<file path="config.mk">
export PLATFORM = sky130hd
export DESIGN_NAME = counter_mod_updown
export DESIGN_NICKNAME = d
export VERILOG_FILES = /design/src/rtl/counter_mod_updown.sv
export SDC_FILE = /design/constraint.sdc
export NUM_CORES = 1
export LEC_CHECK = 0
export BUFFER_PORTS_ARGS = -buffer_cell sky130_fd_sc_hd__buf_2
export CORE_MARGIN = 4
export CORE_UTILIZATION = 34
export CTS_CLUSTER_DIAMETER = 80
export DETAILED_ROUTE_END_ITERATION = 10
export PLACE_DENSITY = 0.61
export SLEW_MARGIN = 40
export SYNTH_ARGS = -nofsm -noshare
export SYNTH_HDL_FRONTEND = slang
export SYNTH_SLANG_ARGS = --single-unit
</file>
<file path="constraint.sdc">
create_clock -name clock_i -period 1.6 [get_ports clock_i]
set_input_delay 0.16 -clock clock_i [delete_from_list [all_inputs] [get_ports clock_i]]
set_output_delay 0.16 -clock clock_i [all_outputs]
set_load 0.01 [all_outputs]
</file>
<file path="src/rtl/counter_mod_updown.sv">
// counter_mod_updown: modulo-N up/down counter with load clamp, tc pulse and sticky ovf.
// Define COUNTER_SAT_EN to saturate at the range ends instead of wrapping.
module counter_mod_updown #(
    parameter int WIDTH   = 4,
    parameter int MODULUS = 10
) (
    input  logic             clock_i,
    input  logic             clear_i,
    input  logic             en_i,
    input  logic             up_i,
    input  logic             load_i,
    input  logic [WIDTH-1:0] load_val_i,
    input  logic             ovf_clr_i,
    output logic [WIDTH-1:0] q_o,
    output logic             tc_o,
    output logic             ovf_o
);
    localparam logic [WIDTH:0]   MOD_W = (WIDTH+1)'(MODULUS);
    localparam logic [WIDTH-1:0] TOP   = WIDTH'(MODULUS - 1);

    logic [WIDTH-1:0] q_q, q_d, step_val, load_sat;
    logic             tc_q, tc_d, ovf_q, ovf_d;
    logic [WIDTH:0]   inc, dec;
    logic             at_top, at_bot, wrap;

    // One extra bit keeps MODULUS = 2^WIDTH comparable and exposes the borrow at 0.
    assign inc    = {1'b0, q_q} + 1'b1;
    assign dec    = {1'b0, q_q} - 1'b1;
    assign at_top = inc == MOD_W;
    assign at_bot = dec[WIDTH];

    always_comb begin
        wrap     = en_i && !load_i && (up_i ? at_top : at_bot);
        load_sat = ({1'b0, load_val_i} >= MOD_W) ? TOP : load_val_i;
`ifdef COUNTER_SAT_EN
        step_val = wrap ? q_q : (up_i ? inc[WIDTH-1:0] : dec[WIDTH-1:0]);
`else
        step_val = wrap ? (up_i ? '0 : TOP) : (up_i ? inc[WIDTH-1:0] : dec[WIDTH-1:0]);
`endif
        q_d   = load_i ? load_sat : (en_i ? step_val : q_q);
        tc_d  = wrap;
        ovf_d = wrap || (ovf_q && !ovf_clr_i);
    end

    always_ff @(posedge clock_i) begin
        if (clear_i) begin
            q_q   <= '0;
            tc_q  <= 1'b0;
            ovf_q <= 1'b0;
        end else begin
            q_q   <= q_d;
            tc_q  <= tc_d;
            ovf_q <= ovf_d;
        end
    end

    assign q_o   = q_q;
    assign tc_o  = tc_q;
    assign ovf_o = ovf_q;
endmodule

</file>
==> metrics.yaml, run 1 <==
route.antenna.remaining_nets: 0
port_buffers: 15
grt_max_degree: 9
maxCapViolCount: 0
post-route-util: 0.5793
grt_pass1_vias: 486
worst_setup_path_end_kind: "flop"
multi_input_comb_area_um2: 420.4
ys_seq_area_frac: 0.2513
rows: 13
grt_setup_unrepaired: "yes"
crit_type: "reg -> reg"
htree_levels: 1
total_power_w: 0.0005402
maxSlewHeadroom: 0.7504
layout-drive-gt1-share: 0.5556
nets: 96
fmax_ghz: 0.6278
ios: 16
critPathLaunch: "q_o[0]"
track_usage: 0.1475
avgRoutedWirePerCell_um: 15.14
seqCellArea_um2: 127.6
clock_sinks: 6
path_max_fanout: 5
area_growth_pct: 59.69
clk_pin_slew_ns: 0.05
diodes: 0
syn-num-nets: 70
synth_cells: 57
worst_setup_path_start_kind: "flop"
antenna_found_initial: 0
design_area_um2: 763.2
synth_cell_types: 28
dp_cells: 89
clock_path_buffers: 2
tns_ns: 0
post-route-period-util: 0.9955
cts_buffers: 3
place_area_um2: 586.8
power_density_mw_per_mm2: 707.7
min_from: "clear_i"
rr_startpoint: "q_o[0]"
fp.dieW_um: 45.50
fillers: 115
final_common_cell: "buf_2"
core_area_mm2: 0.001318
hp-class: "in -> reg"
initial_utilization: 0.3628
dp_hpwl_um: 932.2
die_area_mm2: 0.002070
cts_tree: "done"
post-route-drc-count: 0
power.leakage_nw: 0.3146
arrival_ns: 1.73
post_drt_via_cell_ratio: 5.656
totalWireLength_um: 1453
synth_seq_cells: 6
setup_viol: 0
avgSynthCellArea_um2: 8.385
drt_iter0_markers: 17
hold_viol_final: 0
place.gp.congestion: 0.8437
insertion_delay_ns: 0.26
required_ns: 1.74
vdd_drop_max_v: 0.0004640
outcome: "complete, no violations"
vias: 543
min_period_ns: 1.593
syn-cell-area_um2: 478.0
first_pass_iters: 6
final_cells: 96
die_y_um: 45.50
fin_skew_ns: 0.006460
cts_root_buf: "clkbuf_4"
tightest_slew_ns: 0.3691
grt_pass1_wl_um: 2194
mostFrequentLayoutCells: "15 x buf_2, 8 x a21oi_1, 6 x buf_4"
maxSlewViolCount: 0
synth_warnings: 0
grt.overflow.total: 0
synth_stat cells:
master    number  share of area
inv_1          7          0.055
a21oi_2        1          0.018
nor4bb_1       1          0.021
o21a_1         1          0.016
buf_6          1          0.024
or4_4          1          0.024
o211ai_1       2          0.031
nor3_1         2          0.021
clkbuf_2       1          0.010
mux2i_1        1          0.021
nor2_1         3          0.024
nand2b_1       2          0.026
ha_1           3          0.079
o22a_1         2          0.037
dfxtp_1        6           0.25
a311oi_2       1          0.031
a211oi_1       1          0.016
nand4_1        1          0.013
o311ai_1       1          0.018
a21oi_1        8          0.084
o221ai_1       1          0.018
nor3b_1        2          0.031
a221oi_1       1          0.018
and3_1         2          0.026
o21bai_2       1          0.024
xnor2_1        2          0.037
or2_1          1          0.013
nor2b_1        1          0.013
where the power goes:
group / internal, W / switching, W / leakage [nW]
clock: 0.0000856 / 0.0000667 / 0.0138
combinational: 0.000106 / 0.0000953 / 0.250
sequential: 0.000161 / 0.0000248 / 0.0507
total: 0.000353 / 0.000187 / 0.315
worst max-delay path: stages (launching register included):
cell	delay, ns
dfxtp_4	0.38
buf_4	0.16
or4_4	0.52
and3_4	0.18
o221ai_2	0.13
a21oi_1	0.10
state kept, by name (all words and copies together), names as in the netlist:
| name | flops |
|---|---|
| ovf_o | 1 |
| q_o | 4 |
| tc_o | 1 |
kinds of logic (layout without fill, tap and decap cells):
| kind of cell | count (synthesis) | after routing | synth area share |
|---|---|---|---|
| compound gates | 20 | 20 | 0.3115 |
| xor+xnor | 2 | 2 | 0.03666 |
| fa+ha+maj | 3 | 3 | 0.07854 |
| buf+inv | 9 | 33 | 0.08900 |
| flops | 6 | 6 | 0.2513 |
| mux | 1 | 1 | 0.02094 |
| simple gates | 16 | 16 | 0.2120 |
per-layer routing:
| metal | GRT usage | wire, µm | up-vias |
|---|---|---|---|
| met4 | 0.05263 | 29 | 0 |
| li1 | - | - | 261 |
| met1 | 0.1844 | 622 | 254 |
| met2 | 0.2228 | 698 | 24 |
| met5 | 0 | 0 | - |
| met3 | 0.06324 | 103 | 4 |
layout make-up:
class	count	share of cell area
inverter	7	0.04098
sequential	6	0.1672
multi-input combinational	42	0.5508
timing repair buffer	23	0.1869
clock buffer	3	0.02951
tap	15	0.02459
worst paths after layout:
kind	slack [ns]	cells past startpoint	endpoint
hold reg to reg	0.47	2	ovf_o
hold / removal	0.14	2	q_o[0]
setup / recovery	0.007	5	q_o[3]
setup reg to reg	0.007	5	q_o[3]
stage by stage:
step	setup WS, ns	hold WS (ns)
floorplan	0.03876	0.2291
global route	-0.05841	0.1604
global placement	-0.02945	0.4280
finish	0.007122	0.1429
detailed placement	-0.06040	0.4218
CTS	-0.006560	0.1432
repair_timing:
| action | in CTS | in global routing |
|---|---|---|
| hold buffers | 0 | 0 |
| buffers inserted | 2 | 2 |
| pin swaps | 3 | 5 |
| setup endpoints to repair | 2 | 4 |
| resized for setup | 2 | 24 |
Note: power is estimated with default switching activity, not from simulation.
==> run 2: changes to the inputs <==
--- a/config.mk
+++ b/config.mk
@@ -5,12 +5,13 @@
 export SDC_FILE = /design/constraint.sdc
 export NUM_CORES = 1
 export LEC_CHECK = 0
+export ABC_AREA = 1
 export BUFFER_PORTS_ARGS = -buffer_cell sky130_fd_sc_hd__buf_2
 export CORE_MARGIN = 4
 export CORE_UTILIZATION = 34
 export CTS_CLUSTER_DIAMETER = 80
 export DETAILED_ROUTE_END_ITERATION = 10
-export PLACE_DENSITY = 0.61
+export PLACE_DENSITY = 0.6
 export SLEW_MARGIN = 40
 export SYNTH_ARGS = -nofsm -noshare
 export SYNTH_HDL_FRONTEND = slang
==> run 2 against run 1 <==
Utilization fell by 12 points. Register-to-register slack improved by 0.13 ns. Critical path depth rose by 5. Area after synthesis rose by 7.6%. Sequential power barely moved. Routed wire length fell by 19%. Sequential share of layout area rose by 2.6 points. Non-clock buffer count fell by 7. Global-route usage fell by 3.0 points. Total power fell by 13%. Largest power group is now sequential cells.
==> metrics.yaml, run 2 <==
port_buffers: 15
maxSlewHeadroom: 0.7169
first_pass_iters: 4
antenna_found_initial: 0
cts_tree: "done"
vdd_drop_max_v: 0.0002770
timing.critical_path.max_delay_family: "simple AND/OR/NAND/NOR gates"
crit_chain: "ha_1 > inv_1 > nand2_1 > nand2_2 > nor2_2 > nand2_1 > nand2_1 > nand2_2 > nand2_1 > a21oi_2"
clk_pin_slew_ns: 0.04
required_ns: 1.72
die_y_um: 46.89
path_max_fanout: 6
reg2regPathDepth: 10
syn-num-nets: 89
synth_cell_types: 19
nets: 109
ys_seq_area_frac: 0.2336
whs_path_depth: 2
tightest_slew_ns: 0.4241
rr_startpoint: "q_o[0]"
power.leakage_nw: 0.3181
tns_ns: 0
layout-drive-gt1-share: 0.3723
arrival_ns: 1.58
maxSlewViolCount: 0
outcome: "complete, no violations"
synth_area_leaders: "dfxtp_1 23%, nand2_1 12%, inv_1 8.8%"
cp_num_buf_inv: 1
grt_pass1_wl_um: 1849
totalWireLength_um: 1173
post-route-util: 0.4597
power_density_mw_per_mm2: 744.6
post-route-period-util: 0.9118
mostFrequentLayoutCells: "17 x nand2_1, 15 x buf_2, 12 x inv_1"
die_area_mm2: 0.002199
synth_top_area_share: 0.2336
yosysMostFrequentCell: "nand2_1"
synth_edf_count: 0
crit_type: "reg -> reg"
syn-cell-area_um2: 514.2
synth_ff_type: "dfxtp_1"
synth_seq_cells: 6
core_area_mm2: 0.001366
clock_sinks: 6
r2r-end: "q_o[2]"
grt_setup_unrepaired: "no"
min_period_ns: 1.459
worst_setup_path_start_kind: "flop"
cpMostUsedCell: "nand2_1"
avgSynthCellArea_um2: 6.766
min_from: "clear_i"
diodes: 0
place_area_um2: 604.3
maxCapViolCount: 0
post-route-drc-count: 0
fin_skew_ns: 0.0006236
synth_top_area_cell: "dfxtp_1"
synth_warnings: 0
route.antenna.remaining_nets: 0
largest_register_ffs: 4
ios: 16
fillers: 148
final_common_cell: "nand2_1"
track_usage: 0.1171
ff2ff_setup_slack_ns: 0.14
rows: 13
grt_max_degree: 9
min_to: "q_o[3]"
vias: 522
grt.overflow.total: 0
avgRoutedWirePerCell_um: 10.76
setup_viol: 0
hp-class: "in -> reg"
initial_utilization: 0.3764
yosys-top-cells-count: "17 x nand2_1, 12 x inv_1, 6 x dfxtp_1"
async_flop_share: 0
clock_path_buffers: 2
post_drt_via_cell_ratio: 4.789
fmax_ghz: 0.6854
place.gp.congestion: 0.7961
grt_pass1_vias: 454
dp_hpwl_um: 940.7
cts_root_buf: "clkbuf_4"
cp_slowest_cell: "dfxtp_1"
drt_iter0_markers: 3
design_area_um2: 628.1
hold_viol_final: 0
cts_buffers: 3
insertion_delay_ns: 0.24
slowest_delay_ns: 0.45
htree_levels: 1
fp.dieW_um: 46.89
synth_cells: 76
worst_setup_path_end_kind: "flop"
area_growth_pct: 22.14
post_cts_buffers: 0
run 2: area by class of cell:
type                            count  area [µm²]  share of cell area
Clock buffer                        3       22.52             0.03586
Multi-Input combinational cell     55       327.8              0.5219
Inverter                           14       55.05             0.08765
Timing Repair Buffer               16       82.58              0.1315
Tap cell                           15       18.77             0.02988
Sequential cell                     6       121.4              0.1932
run 2: worst max path at each step:
stage,depth (start not counted),to,from
after global placement,10,q_o[2],q_o[1]
final,10,q_o[2],q_o[0]
after floorplan,10,q_o[2],q_o[1]
after global routing,10,q_o[2],q_o[0]
after detailed placement,10,q_o[2],q_o[1]
after CTS,10,q_o[2],q_o[1]
run 2: stage by stage:
step,setup WS [ns],std cells,power (W),hold WS (ns)
final,0.1411,109,0.0004677,0.1362
after global routing,0.02286,109,0.0005006,0.1448
after CTS,0.07914,109,0.0004757,0.1290
after detailed placement,0.08646,106,0.0003364,0.3854
after global placement,0.1258,106,0.0003342,0.3843
after floorplan,0.2345,76,0.0002899,0.2224
run 2: timing repair:
| action | in CTS | in global routing |
|---|---|---|
| endpoints found under the setup margin | 0 | 1 |
| hold buffers | 0 | 0 |
| resized for setup | 0 | 1 |
run 2: logic make-up after synthesis:
kind of cell / share of synthesized area
and+or+nand+nor: 0.3358
AOI/OAI and AO/OA: 0.1946
buffers and inverters: 0.1289
DFF: 0.2336
adders and majority gates: 0.07300
xor gates and xnor gates: 0.03407
run 2: metal layers:
metal  wire (µm)  vias to the layer above  global-route usage
met3          59                        0             0.03448
met5           0                        -                   0
li1            -                      281                   -
met1         589                      224              0.1553
met2         524                       17              0.1843
met4           0                        0             0.03315
run 2: report_power, final:
part | switching (W) | leakage [nW] | internal [W]
registers | 0.0000222 | 0.0498 | 0.000162
clock network | 0.0000490 | 0.0138 | 0.0000845
logic | 0.0000851 | 0.254 | 0.0000650
